## src/rtl/ahb_apb_bridge.sv

```systemverilog
// AHB-Lite slave to APB master bridge. Each AHB transfer becomes one APB SETUP + ENABLE
// access to one of three fixed-address APB slaves.
module ahb_apb_bridge (
  input  logic        Hclk,
  input  logic        Hresetn,
  input  logic        Hwrite,
  input  logic        Hreadyin,
  input  logic [1:0]  Htrans,
  input  logic [31:0] Haddr,
  input  logic [31:0] Hwdata,
  input  logic [31:0] Prdata,
  output logic [31:0] Hrdata,
  output logic        Hreadyout,
  output logic [1:0]  Hresp,
  output logic [31:0] Pselx,
  output logic        Pwrite,
  output logic        Penable,
  output logic [31:0] Paddr,
  output logic [31:0] Pwdata
);

  localparam logic [2:0] StIdle     = 3'd0;
  localparam logic [2:0] StRead     = 3'd1;
  localparam logic [2:0] StRenable  = 3'd2;
  localparam logic [2:0] StWwait    = 3'd3;
  localparam logic [2:0] StWrite    = 3'd4;
  localparam logic [2:0] StWritep   = 3'd5;
  localparam logic [2:0] StWenable  = 3'd6;
  localparam logic [2:0] StWenablep = 3'd7;

  logic [2:0]  state_q, state_d;
  logic [31:0] addr1_q, addr2_q, data1_q;
  logic        hwrite_q;
  logic [2:0]  psel_q, psel_d;
  logic [31:0] paddr_q, paddr_d;
  logic [31:0] pwdata_q, pwdata_d;
  logic        pwrite_q, pwrite_d;
  logic        penable_q, penable_d;
  logic        hreadyout_q, hreadyout_d;
  logic        in_map;
  logic        valid;

  // Three 64 MiB windows starting at 0x8000_0000.
  function automatic logic [2:0] decode(input logic [31:0] a);
    logic [2:0] sel;
    sel = 3'b000;
    if (a[31:28] == 4'h8) begin
      case (a[27:26])
        2'b00:   sel = 3'b001;
        2'b01:   sel = 3'b010;
        2'b10:   sel = 3'b100;
        default: sel = 3'b000;
      endcase
    end
    return sel;
  endfunction

  assign in_map = (Haddr >= 32'h8000_0000) && (Haddr < 32'h8C00_0000);
  assign valid  = Hreadyin && Htrans[1] && in_map;

  always_comb begin
    state_d     = state_q;
    psel_d      = psel_q;
    paddr_d     = paddr_q;
    pwdata_d    = pwdata_q;
    pwrite_d    = pwrite_q;
    penable_d   = 1'b0;
    hreadyout_d = 1'b1;
    unique case (state_q)
      StIdle, StRenable, StWenable: begin
        psel_d = 3'b000;
        if (valid && Hwrite) begin
          state_d = StWwait;
        end else if (valid) begin
          state_d     = StRead;
          psel_d      = decode(Haddr);
          paddr_d     = Haddr;
          pwrite_d    = 1'b0;
          hreadyout_d = 1'b0;
        end else begin
          state_d = StIdle;
        end
      end
      StWwait: begin
        state_d     = valid ? StWritep : StWrite;
        psel_d      = decode(addr1_q);
        paddr_d     = addr1_q;
        pwdata_d    = Hwdata;
        pwrite_d    = 1'b1;
        hreadyout_d = 1'b0;
      end
      StRead: begin
        state_d   = StRenable;
        penable_d = 1'b1;
      end
      StWrite: begin
        state_d   = valid ? StWenablep : StWenable;
        penable_d = 1'b1;
      end
      StWritep: begin
        state_d   = StWenablep;
        penable_d = 1'b1;
      end
      StWenablep: begin
        // The pending transfer was accepted two cycles back, so its address sits in addr2.
        psel_d      = decode(addr2_q);
        paddr_d     = addr2_q;
        hreadyout_d = 1'b0;
        if (hwrite_q) begin
          state_d  = valid ? StWritep : StWrite;
          pwdata_d = data1_q;
          pwrite_d = 1'b1;
        end else begin
          state_d  = StRead;
          pwrite_d = 1'b0;
        end
      end
      default: state_d = StIdle;
    endcase
  end

  always_ff @(posedge Hclk or negedge Hresetn) begin
    if (!Hresetn) begin
      state_q     <= StIdle;
      addr1_q     <= '0;
      addr2_q     <= '0;
      data1_q     <= '0;
      hwrite_q    <= 1'b0;
      psel_q      <= '0;
      paddr_q     <= '0;
      pwdata_q    <= '0;
      pwrite_q    <= 1'b0;
      penable_q   <= 1'b0;
      hreadyout_q <= 1'b1;
    end else begin
      state_q     <= state_d;
      addr1_q     <= Haddr;
      addr2_q     <= addr1_q;
      data1_q     <= Hwdata;
      hwrite_q    <= Hwrite;
      psel_q      <= psel_d;
      paddr_q     <= paddr_d;
      pwdata_q    <= pwdata_d;
      pwrite_q    <= pwrite_d;
      penable_q   <= penable_d;
      hreadyout_q <= hreadyout_d;
    end
  end

  assign Pselx     = {29'b0, psel_q};
  assign Paddr     = paddr_q;
  assign Pwdata    = pwdata_q;
  assign Pwrite    = pwrite_q;
  assign Penable   = penable_q;
  assign Hreadyout = hreadyout_q;
  assign Hresp     = 2'b00;
  assign Hrdata    = Prdata;

endmodule

```

## config.mk

```make
export PLATFORM = sky130hd
export DESIGN_NAME = ahb_apb_bridge
export DESIGN_NICKNAME = d
export VERILOG_FILES = /design/src/rtl/ahb_apb_bridge.sv
export SDC_FILE = /design/constraint.sdc
export NUM_CORES = 1
export LEC_CHECK = 0
export BUFFER_PORTS_ARGS = -buffer_cell sky130_fd_sc_hd__buf_4
export CAP_MARGIN = 10
export CORE_MARGIN = 4
export CORE_UTILIZATION = 25
export DETAILED_ROUTE_END_ITERATION = 6
export PLACE_DENSITY = 0.55
export SLEW_MARGIN = 20
export SYNTH_ARGS = -nofsm -noshare
export SYNTH_HDL_FRONTEND = slang
export SYNTH_SLANG_ARGS = --single-unit
```

## constraint.sdc

```tcl
create_clock -name Hclk -period 2.1 [get_ports Hclk]
set_input_delay 0 -clock Hclk [delete_from_list [all_inputs] [get_ports Hclk]]
set_output_delay 0 -clock Hclk [all_outputs]
set_load 0.02 [all_outputs]
```

# Yosys cells after proc, flatten, opt, wreduce, memory -nomap -nowiden
# Cells that the tools add are included.
# classes
magnitude_cmp	2
n_eq_ne	19
mux	28
n_reduce_logical	15
# op_table
cell	count
2-to-1 mux 32 bit	3
case mux 32 bit (3 select lines)	1
case mux 32 bit (2 select lines)	1
case mux 3 bit (3 select lines)	4
>= comparator 32 bit, second input constant	1
< comparator 32 bit, second input constant	1
2-to-1 mux 3 bit	6
case mux 3 bit (6 select lines)	1
equality test 3 bit, second input constant	4
equality test 4 bit, second input constant	3
2-to-1 mux 1 bit	9
equality test 2 x 1 -> 1 bit, second input constant	3
equality test 2 bit, second input constant	3
equality test 3 x 2 -> 1 bit, second input constant	2
zero test 2 bit	3
inequality test 2 bit, second input constant	3
OR reduction 3 bit	2
logical AND 1 bit	4
equality test 3 x 1 -> 1 bit, second input constant	1
zero test 3 bit	1
case mux 1 bit (3 select lines)	1
AND reduction 3 bit	1
nonzero test 3 bit	1
2-to-1 mux 2 bit	1
other kinds (4)	4
# word_totals
ff_bits	170
inputBits	102
output_inout_bits	133
elab_cells	75

# Depth between registers and ports, before layout
# Gate-level depths: netlist (run 1).
# logic_depth
word_depth	6
depth_mapped	9
mapped_depth_nobuf	6

# Least setup slack after synthesis (run 1)
# No wires, ideal clock.
# synth_timing
path_type	flip-flop to flip-flop
startpoint	reg state_q[2]
endpoint	reg paddr_q[20] (netlist: Paddr[20])
setup_ns	0.125
t_arrival_ns	1.608
required_time_ns	1.975
path_slack_ns	0.367
stages_incl_launch_ff	9
n_path_buf	3
period_less_slack_ns	1.733
path_cell_list	dfrtp_1 > buf_2 > nor2_1 > or2_1 > buf_2 > inv_2 > o31ai_4 > buf_6 > mux2_2
# synth_via
elab_chain_cells	4
word_cells_on_any_way	11
classes_between	eq/ne (6); mux (1); reduce/logical (4)
# synth_lines
element	line	source
start: declaration	31	logic [2:0] state_q, state_d;
start signal: assignment	124	state_q <= StIdle;
start signal: assignment	136	state_q <= state_d;
equality test 3 x 2 -> 1 bit (tied with other cells)	69	unique case (state_q)
OR reduction 3 bit	69	
inequality test 2 bit (no source line) / nonzero test 3 bit (equally long branches)	n/a	
AND reduction 3 bit (no source line)	n/a	
end signal: assignment	142	paddr_q <= paddr_d;
end: declaration	35	logic [31:0] paddr_q, paddr_d;
# Parallel ways exist; a longest one is shown, timed or not.
# A chain may end at the register's enable or synchronous reset.

# Final worst setup path (run 1)
# layout_timing
startpoint	in Haddr[28]
endpoint	reg paddr_q[19] (netlist: Paddr[19])
# layout_via
elab_chain_cells	6
word_cells_on_any_way	8
classes_between	order compare (2); eq/ne (2); reduce/logical (4)
# layout_lines
element	line	source
start: declaration	9	input logic [31:0] Haddr,
>= comparator 32 bit / < comparator 32 bit (equally long branches)	58	assign in_map = (Haddr >= 32'h8000_0000) && (Haddr < 32'h8C00_0000);
logical AND 1 bit *	58	
logical AND 1 bit *	59	assign valid = Hreadyin && Htrans[1] && in_map;
logical AND 1 bit	72	if (valid && Hwrite) begin
inequality test 2 bit (no source line)	n/a	
AND reduction 3 bit (no source line) *	n/a	
# Every way passes the cells marked *; elsewhere a longest branch is shown, timed or not.

==> out/results.ini, run 1 <==
[clock_network]
clock-sinks=170
clockRootBuffer=clkbuf_16
clock_path_buffers=2
clock_latency_ns=0.42
cts_tree=yes
cts_max_level=4
cts_made_buffers=17
path_clk_slew_ns=0.07

[sta]
finalCriticalPeriod_ns=1.83
period_share=0.870
fin_skew_ns=0.0151
slew_headroom=0.611
fin_tns_setup_ns=0
hold_viol=0
tightest_slew_ns=0.584
rsz0062_at_grt=false
setup_viol=0
maxSlewViolCount=0
setup_ws_ns=0.274
fmax_ghz=0.548

[outcome]
status=finished clean

[setup_path]
cp_num_buf_inv=3
endpoint_kind=register
path_cells=dlygate4sd3_1 > buf_4 > and4bb_2 > nand4b_2 > o31ai_4 > buf_12 > mux2_2
arrival_ns=2.14
cp_slowest_cell=dlygate4sd3_1
cpPeakStageDelay_ns=0.54
cp.required_ns=2.41
startpoint=Haddr[28]
crit_family=buffers and inverters
start_kind=input port
crit_type=input port to register
cp_max_fo=23
crit-reg2reg-launch=state_q[2]$_DFF_PN0_

[detailed_routing]
drt_iter0_drc=290
wirelength_mm=16.4
dr.pass1.iters=4
drc=0
via_count=4607
wl_per_cell_um=15.6
viasPerCell=4.39
final_antenna_net_count=0

[final_layout]
antenna_cells=0
num-nets-final=805
final_common_cell=dfrtp_1
layout_common_cells=dfrtp_1, buf_4, dlygate4sd3_1
drive_above_1_share=0.302
area_growth_pct=35.9
nFillCells=2569

[global_routing]
grt_first_pass_wirelength_mm=25.9
grt-ovfl-total=0
grt_antenna_before_repair=0
grt_pass1_vias=4734
grt_max_degree=67
grt_use_total=0.111

[synth]
ys_async_sr_fraction=1.00
syn_inst=531
yosysTopAreaCellShare=0.633
synth_area_um2=6680
syn_avg_cell_area_um2=12.6
synthTopCellsByArea=dfrtp_1, buf_4, o22ai_1, mux2i_1, mux2_2
ys_ff_latch=170
yosysUniqueCellTypes=39
synth-edff-count=0
synth_top_area_cell=dfrtp_1
ys.flop_type=dfrtp_1
ys_warn_count=0
seq_area_frac_synth=0.637

[floorplan]
coreArea_um2=26200
die_area_um2=29400
io_pins=235
fp.dieH_um=171
num_rows=59
start_util=0.255
die_x_um=171

[pwr]
ir_drop_uv=378
cellLeakagePower_nw=4.05
pwr_density_cell_nw_per_um2=917

[place]
dp_hpwl_mm=10.4
routabilityCongestion=0.709
dp_slack_ns=0.318
io_buffer_count=138

[run]
drv_cap=0

[worst_hold_path]
min_from=Prdata[29]
hold_path_class=input port to output port

## stage by stage
stage | cell area, um^2 | total power [mW] | util | std cells | hold WS [ns]
6_report | 9080 | 8.32 | 0.346 | 1050 | 0.00000656
5_1_grt | 9080 | 8.72 | 0.346 | 1050 | 0.0000292
4_1_cts | 9080 | 8.46 | 0.346 | 1050 | 0.000137
3_5_place_dp | 7800 | 5.03 | 0.298 | 952 | -0.0118
3_3_place_gp | 7800 | 5.00 | 0.298 | 952 | -0.0120
2_1_floorplan | 6800 | 4.52 | - | 561 | -0.296
## sequential cells by signal, indices dropped and copies added (netlist names)
| signal | cells |
|---|---|
| addr1_q | 32 |
| Hreadyout | 1 |
| data1_q | 32 |
| psel_q | 3 |
| Pwrite | 1 |
| Paddr | 32 |
| Pwdata | 32 |
| Penable | 1 |
| addr2_q | 32 |
| hwrite_q | 1 |
| state_q | 3 |
## area by class of cell
class                      instances  area, um^2  area share
multi-input combinational        291        1900       0.209
tap                              335         419      0.0462
inverter                           4        15.0     0.00165
timing repair buffer             219        1880       0.207
clock buffer                      19         453      0.0499
clock inverter                    12         158      0.0174
sequential                       170        4260       0.469
## layer usage
| layer | track usage | part of all wire | vias to the layer above |
|---|---|---|---|
| met5 | 0 | 0 | - |
| met4 | 0.0369 | 0.012 | 0 |
| met3 | 0.0379 | 0.067 | 19 |
| met2 | 0.168 | 0.45 | 150 |
| met1 | 0.151 | 0.47 | 2286 |
| li1 | - | - | 2152 |
## final timing paths
check                                    endpoint  slack [ns]  depth (start not counted)
setup / recovery            Paddr[19]$_DFFE_PN0P_        0.27                          7
hold / removal                         Hrdata[29]    0.000007                          0
setup reg to reg            Paddr[19]$_DFFE_PN0P_        0.31                          6
hold reg to reg              addr2_q[1]$_DFF_PN0_        0.37                          0
max in group asynchronous  Pwdata[30]$_DFFE_PN0P_        1.26                          3
min in group asynchronous   addr2_q[20]$_DFF_PN0_        0.08                          2
## Yosys cell counts, drive strengths merged, types with 4 or more instances
master   count
a21oi       33
buf         75
clkbuf      21
dfrtp      169
inv          4
mux2        29
mux2i       32
nand2       34
nor2         4
o21ai       32
o22ai       64
o2bb2ai      4
## repair_timing
action,in CTS,in global routing
resized for setup,0,0
hold buffers,67,0
hold endpoints to repair,270,0
buffers inserted,0,0
## logic make-up (layout without fill, tap and decap cells)
| family | after synthesis | count (layout) | share of synthesized area |
|---|---|---|---|
| flops | 170 | 170 | 0.637 |
| simple gates | 59 | 59 | 0.0449 |
| compound gates | 140 | 140 | 0.124 |
| mux | 61 | 61 | 0.0968 |
| other cells | 1 | 31 | 0.000561 |
| buf+inv | 100 | 254 | 0.0966 |
## power breakdown
group | total, mW | switching (mW) | internal, mW
sequential | 3.76 | 0.187 | 3.57
combinational | 1.30 | 0.669 | 0.630
clock | 3.27 | 1.41 | 1.85
## worst reg2reg max path, cell delays in order (launching register included)
cell     delay, ns
dfrtp_4       0.50
nor2_1        0.14
or2_1         0.15
inv_2         0.06
o31ai_4       0.23
buf_12        0.23
mux2_2        0.37
Note: power is estimated with default switching activity, not from simulation.
==> run 2, diff against run 1 <==
--- a/config.mk
+++ b/config.mk
@@ -5,12 +5,12 @@
 export SDC_FILE = /design/constraint.sdc
 export NUM_CORES = 1
 export LEC_CHECK = 0
-export BUFFER_PORTS_ARGS = -buffer_cell sky130_fd_sc_hd__buf_4
 export CAP_MARGIN = 10
 export CORE_MARGIN = 4
 export CORE_UTILIZATION = 25
 export DETAILED_ROUTE_END_ITERATION = 6
-export PLACE_DENSITY = 0.55
+export DONT_BUFFER_PORTS = 1
+export PLACE_DENSITY = 0.47
 export SLEW_MARGIN = 20
 export SYNTH_ARGS = -nofsm -noshare
 export SYNTH_HDL_FRONTEND = slang
==> constraint.sdc (replaced) <==
create_clock -name Hclk -period 1.9 [get_ports Hclk]
set_input_delay 0 -clock Hclk [delete_from_list [all_inputs] [get_ports Hclk]]
set_output_delay 0 -clock Hclk [all_outputs]
set_load 0.02 [all_outputs]
==> run 2 against run 1 <==
  * The flow now finishes with violations (hold timing)
  * Die area did not move
  * First-iteration DRC count fell by 23%
  * Core utilization fell by 3.6 points
  * Register-to-register slack got worse by 0.25 ns
  * Via count fell by 10%
  * Critical endpoint is now Paddr[31]$_DFFE_PN0P_
==> out/results.ini, run 2 (same netlist as run 1, synthesis figures left out) <==
[outcome]
status=finished, violations left  ; was finished clean
violations=hold timing

[setup_path]
cp_slowest_cell=dfrtp_4  ; was dlygate4sd3_1
crit_type=register to register  ; was input port to register
endpoint_kind=register  ; unchanged
cp.required_ns=2.21  ; was 2.41 ns
arrival_ns=2.15  ; was 2.14 ns
cpPeakStageDelay_ns=0.52  ; was 0.54 ns
cp_max_fo=14  ; was 23
start_kind=register  ; was input port
path_cells=nor2_4 > or2_4 > inv_2 > o31ai_4 > buf_6 > buf_12 > mux2_2  ; was dlygate4sd3_1 > buf_4 > and4bb_2 > nand4b_2 > o31ai_4 > buf_12 > mux2_2

[floorplan]
num_rows=59  ; unchanged
io_pins=235  ; unchanged
die_area_um2=29400  ; unchanged
coreArea_um2=26200  ; unchanged
start_util=0.255  ; unchanged
die_x_um=171  ; unchanged
fp.dieH_um=171  ; unchanged

[global_routing]
grt_max_degree=171  ; was 67
grt_first_pass_wirelength_mm=24.7  ; was 25.9 mm
grt_pass1_vias=4374  ; was 4734
grt-ovfl-total=0  ; unchanged
grt_antenna_before_repair=1  ; was 0
grt_use_total=0.108  ; was 0.111

[sta]
maxSlewViolCount=0  ; unchanged
setup_viol=0  ; unchanged
finalCriticalPeriod_ns=1.84
period_share=0.969
hold_viol=170  ; was 0
timing.hold.ws_ns=-0.742  ; was 0.00000656 ns
fmax_ghz=0.543
fin_skew_ns=0.0116  ; was 0.0151 ns

[clock_network]
clock_latency_ns=0.43  ; was 0.42 ns
cts_tree=yes  ; unchanged
clock-sinks=170  ; unchanged
clockRootBuffer=clkbuf_16  ; unchanged
cts_max_level=4  ; unchanged
hold_buffers=67  ; unchanged
path_clk_slew_ns=0.08  ; was 0.07 ns
clock_path_buffers=2  ; unchanged
cts_made_buffers=17  ; unchanged

[final_layout]
area_growth_pct=21.6  ; was 35.9%
num-nets-final=671  ; was 805
regArea_um2=4260  ; unchanged
multi_input_area_um2=1910  ; was 1900 um^2
antenna_cells=0  ; unchanged
design_area_um2=8130  ; was 9080 um^2
drive_above_1_share=0.146  ; was 0.302
nFillCells=2633  ; was 2569
final_common_cell=dfrtp_1  ; unchanged
layout_common_cells=dfrtp_1, dlygate4sd3_1, o22ai_1  ; was dfrtp_1, buf_4, dlygate4sd3_1

[place]
routabilityCongestion=0.728  ; was 0.709
io_buffer_count=0  ; was 138
dp_hpwl_mm=10.2  ; was 10.4 mm
placed_area_um2=6750  ; was 7800 um^2

[detailed_routing]
drt_iter0_drc=222  ; was 290
drc=0  ; unchanged
viasPerCell=4.50  ; was 4.39
via_count=4130  ; was 4607
wl_per_cell_um=17.7  ; was 15.6 um
dr.pass1.iters=4  ; unchanged
final_antenna_net_count=0  ; unchanged
wirelength_mm=16.2  ; was 16.4 mm

[run]
drv_cap=0  ; unchanged

[pwr]
ir_drop_uv=522  ; was 378 uV
cellLeakagePower_nw=3.42  ; was 4.05 nW
pwr_density_cell_nw_per_um2=1080  ; was 917 nW/um^2

[worst_hold_path]
hold_path_class=input port to async pin  ; was input port to output port

run 2: changes by cell type in the layout (fill, tap and decap cells not counted), sizes merged:
cell	change
bufinv	-1
buf	-135
inv	+4
clkinvlp	-2
clkinv	+2
clkbuf	-1
run 2: worst paths after layout:
kind                       cells after the start             startpoint  slack (ns)                     to
min                                            0                Hresetn       -0.74  addr1_q[23]$_DFF_PN0_
max                                            7   state_q[2]$_DFF_PN0_        0.06  Paddr[31]$_DFFE_PN0P_
max in group asynchronous                      0                Hresetn        2.42    Hreadyout$_DFF_PN1_
min in group Hclk                              0              Prdata[7]           0              Hrdata[7]
max reg2reg                                    7   state_q[2]$_DFF_PN0_        0.06  Paddr[31]$_DFFE_PN0P_
min reg2reg                                    0  addr1_q[19]$_DFF_PN0_        0.37  addr2_q[19]$_DFF_PN0_
run 2: through the flow:
step,power [mW],worst slack (ns),utilization,cells,setup TNS (ns)
after floorplan,5.00,0.167,-,561,0
after detailed placement,5.02,0.0647,0.257,814,0
after global placement,4.98,0.0671,0.257,814,0
after CTS,8.92,0.0465,0.307,913,0
final,8.78,0.0589,0.310,917,0
after global routing,9.17,-0.0120,0.310,917,-0.0509
run 2: worst max-delay path, delay by kind of cell (launching register included):
family,cells,cell delay (ns)
mux,1,0.35
simple gates,2,0.26
buf+inv,3,0.35
compound gates,1,0.26
flops,1,0.52
run 2: cell type report:
class | count | share of cell area
Clock buffer | 17 | 0.0524
Multi-Input combinational cell | 291 | 0.235
Clock inverter | 15 | 0.0265
Tap cell | 335 | 0.0516
Sequential cell | 170 | 0.524
Inverter | 4 | 0.00185
Timing Repair Buffer | 85 | 0.109
run 2: where the power goes:
group	switching (mW)	leakage (nW)	internal, mW
clock	1.76	0.310	1.94
sequential	0.542	2.04	3.94
combinational	0.264	1.07	0.332
run 2: repair_timing:
| action | CTS | global route |
|---|---|---|
| gates resized for setup | 0 | 5 |
| buffers inserted | 0 | 2 |
| endpoints found under the hold margin | 302 | 170 |
| setup endpoints to repair | 0 | 16 |
run 2: metal layers:
layer / up-vias / share of wire / track usage
met5: - / 0.00080 / 0
li1: 1876 / - / -
met2: 161 / 0.48 / 0.176
met4: 2 / 0.017 / 0.0375
met3: 32 / 0.10 / 0.0501
met1: 2059 / 0.40 / 0.125
==> run 3, diff against run 2 <==
--- a/config.mk
+++ b/config.mk
@@ -8,6 +8,7 @@
 export CAP_MARGIN = 10
 export CORE_MARGIN = 4
 export CORE_UTILIZATION = 25
+export CTS_BUF_LIST = sky130_fd_sc_hd__clkbuf_4 sky130_fd_sc_hd__clkbuf_8
 export DETAILED_ROUTE_END_ITERATION = 6
 export DONT_BUFFER_PORTS = 1
 export PLACE_DENSITY = 0.47
==> run 3 against run 2 <==
  * The flow still finishes with violations (hold timing)
  * Fmax fell by 0.70%
  * Power fell by 10%
  * Setup slack got worse by 0.013 ns
  * Worst hold slack got worse by 0.048 ns
  * Sequential power barely moved
  * Critical path depth did not move
  * Critical endpoint is now Paddr[11]$_DFFE_PN0P_
  * Non-clock buffer count fell by 1
  * Routed wire length fell by 0.86%
  * Global-route usage barely moved
  * Critical path type unchanged
==> out/results.ini, run 3 (same netlist as run 1, synthesis figures left out) <==
[outcome]
status=finished, violations left  ; unchanged
violations=hold timing  ; unchanged

[sta]
finalCriticalPeriod_ns=1.85  ; was 1.84 ns
timing.hold.ws_ns=-0.790  ; was -0.742 ns
fmax_ghz=0.539  ; was 0.543 GHz
fin_skew_ns=0.0179  ; was 0.0116 ns
hold_viol=170  ; unchanged
maxSlewViolCount=0  ; unchanged
period_share=0.976  ; was 0.969
setup_viol=0  ; unchanged

[clock_network]
path_clk_slew_ns=0.12  ; was 0.08 ns
clock_latency_ns=0.47  ; was 0.43 ns
cts_made_buffers=17  ; unchanged
cts_tree=yes  ; unchanged
clock_path_buffers=2  ; unchanged
clockRootBuffer=clkbuf_8  ; was clkbuf_16
hold_buffers=66  ; was 67
clock-sinks=170  ; unchanged
cts_max_level=4  ; unchanged

[detailed_routing]
drt_iter0_drc=236  ; was 222
wl_per_cell_um=17.6  ; was 17.7 um
wl_met1_mm=6.46  ; was 6.49 mm
drc=0  ; unchanged
final_antenna_net_count=0  ; unchanged
wirelength_mm=16.1  ; was 16.2 mm
viasPerCell=4.50  ; about the same
top_layer=met5  ; unchanged
dr.pass1.iters=4  ; unchanged
route.met3.wl_mm=1.60  ; was 1.69 mm
wl_met2_mm=7.78  ; was 7.77 mm
via_count=4120  ; was 4130

[global_routing]
grt-ovfl-total=0  ; unchanged
grt_max_degree=171  ; unchanged
grt_use_total=0.108  ; about the same
grt_first_pass_wirelength_mm=24.6  ; was 24.7 mm
grt_antenna_before_repair=1  ; unchanged
grt_pass1_vias=4354  ; was 4374

[floorplan]
fp.dieH_um=171  ; unchanged
io_pins=235  ; unchanged
start_util=0.255  ; unchanged
die_x_um=171  ; unchanged
die_area_um2=29400  ; unchanged
num_rows=59  ; unchanged
coreArea_um2=26200  ; unchanged

[setup_path]
crit-reg2reg-launch=state_q[2]$_DFF_PN0_  ; unchanged
endpoint_kind=register  ; unchanged
path_cells=nor2_4 > or2_4 > inv_2 > o31ai_4 > buf_6 > buf_12 > mux2_2  ; unchanged
cpPeakStageDelay_ns=0.53  ; was 0.52 ns
regToRegEndpoint=Paddr[11]$_DFFE_PN0P_  ; was Paddr[31]$_DFFE_PN0P_
start_kind=register  ; unchanged
cp_num_buf_inv=3  ; unchanged
cp.required_ns=2.24  ; was 2.21 ns
rrSetupSlack_ns=0.05  ; was 0.06 ns
crit_type=register to register  ; unchanged
arrival_ns=2.20  ; was 2.15 ns
cp_slowest_cell=dfrtp_4  ; unchanged
crit_family=flip-flops  ; unchanged
cp_max_fo=14  ; unchanged
reg2regPathDepth=7  ; unchanged

[run]
drv_cap=0  ; unchanged

[pwr]
pwr_density_cell_nw_per_um2=996  ; was 1080 nW/um^2
cellLeakagePower_nw=3.33  ; was 3.42 nW
ir_drop_uv=387  ; was 522 uV

[final_layout]
area_growth_pct=18.6  ; was 21.6%
layout_common_cells=dfrtp_1, dlygate4sd3_1, o22ai_1  ; unchanged
drive_above_1_share=0.146  ; about the same
final_common_cell=dfrtp_1  ; unchanged
antenna_cells=0  ; unchanged
num-nets-final=670  ; was 671
utilization=0.302  ; was 0.310

[place]
routabilityCongestion=0.728  ; unchanged
io_buffer_count=0  ; unchanged
dp_hpwl_mm=10.2  ; unchanged

[worst_hold_path]
hold_path_class=input port to async pin  ; unchanged

[run 3: metal layers]
layer / vias up / track usage
li1: 1873 / -
met1: 2058 / 0.124
met2: 155 / 0.175
met3: 32 / 0.0561
met4: 2 / 0.0344
met5: - / 0
[run 3: worst reg2reg max path, cell delays in order, from the launching register on]
cell and delay (ns):
dfrtp_4 0.53, nor2_4 0.13, or2_4 0.13, inv_2 0.05
o31ai_4 0.26, buf_6 0.15, buf_12 0.15, mux2_2 0.35
[run 3: final cells by class]
type	count	area [um^2]
Multi-Input combinational cell	291	1910
Tap cell	335	419
Sequential cell	170	4260
Timing Repair Buffer	84	875
Fill cell	2655	18300
Clock inverter	15	215
Inverter	4	15.0
Clock buffer	17	234
[run 3: worst max path at each step]
| stage | from | endpoint | slack (ns) | cells after the start |
|---|---|---|---|---|
| after floorplan | state_q[2]$_DFF_PN0_ | Paddr[20]$_DFFE_PN0P_ | 0.17 | 8 |
| after global placement | state_q[2]$_DFF_PN0_ | Paddr[13]$_DFFE_PN0P_ | 0.07 | 6 |
| after detailed placement | state_q[2]$_DFF_PN0_ | Paddr[31]$_DFFE_PN0P_ | 0.06 | 6 |
| after CTS | state_q[2]$_DFF_PN0_ | Paddr[11]$_DFFE_PN0P_ | 0.04 | 6 |
| after global routing | state_q[2]$_DFF_PN0_ | Paddr[11]$_DFFE_PN0P_ | -0.02 | 7 |
| final | state_q[2]$_DFF_PN0_ | Paddr[11]$_DFFE_PN0P_ | 0.05 | 7 |
[run 3: timing repair]
item | CTS | global route
buffers inserted | 0 | 2
gates resized for setup | 0 | 5
hold endpoints to repair | 304 | 170
endpoints found under the setup margin | 0 | 16
[run 3: report_power, final]
part	internal, mW	leakage, nW	total, mW	switching (mW)
clock network	1.17	0.223	2.82	1.65
logic	0.331	1.07	0.596	0.264
registers	3.94	2.04	4.48	0.541
total	5.44	3.33	7.89	2.46
[run 3: metrics by stage]
stage               TNS (ns)  setup slack, ns  cells  instance area [um^2]  power, mW
CTS                        0           0.0405    912                  7860       8.03
detailed placement         0           0.0647    814                  6750       5.02
global route         -0.0784          -0.0182    916                  7920       8.29
floorplan                  0            0.167    561                  6800       5.00
global placement           0           0.0671    814                  6750       4.98
finish                     0           0.0459    916                  7920       7.89
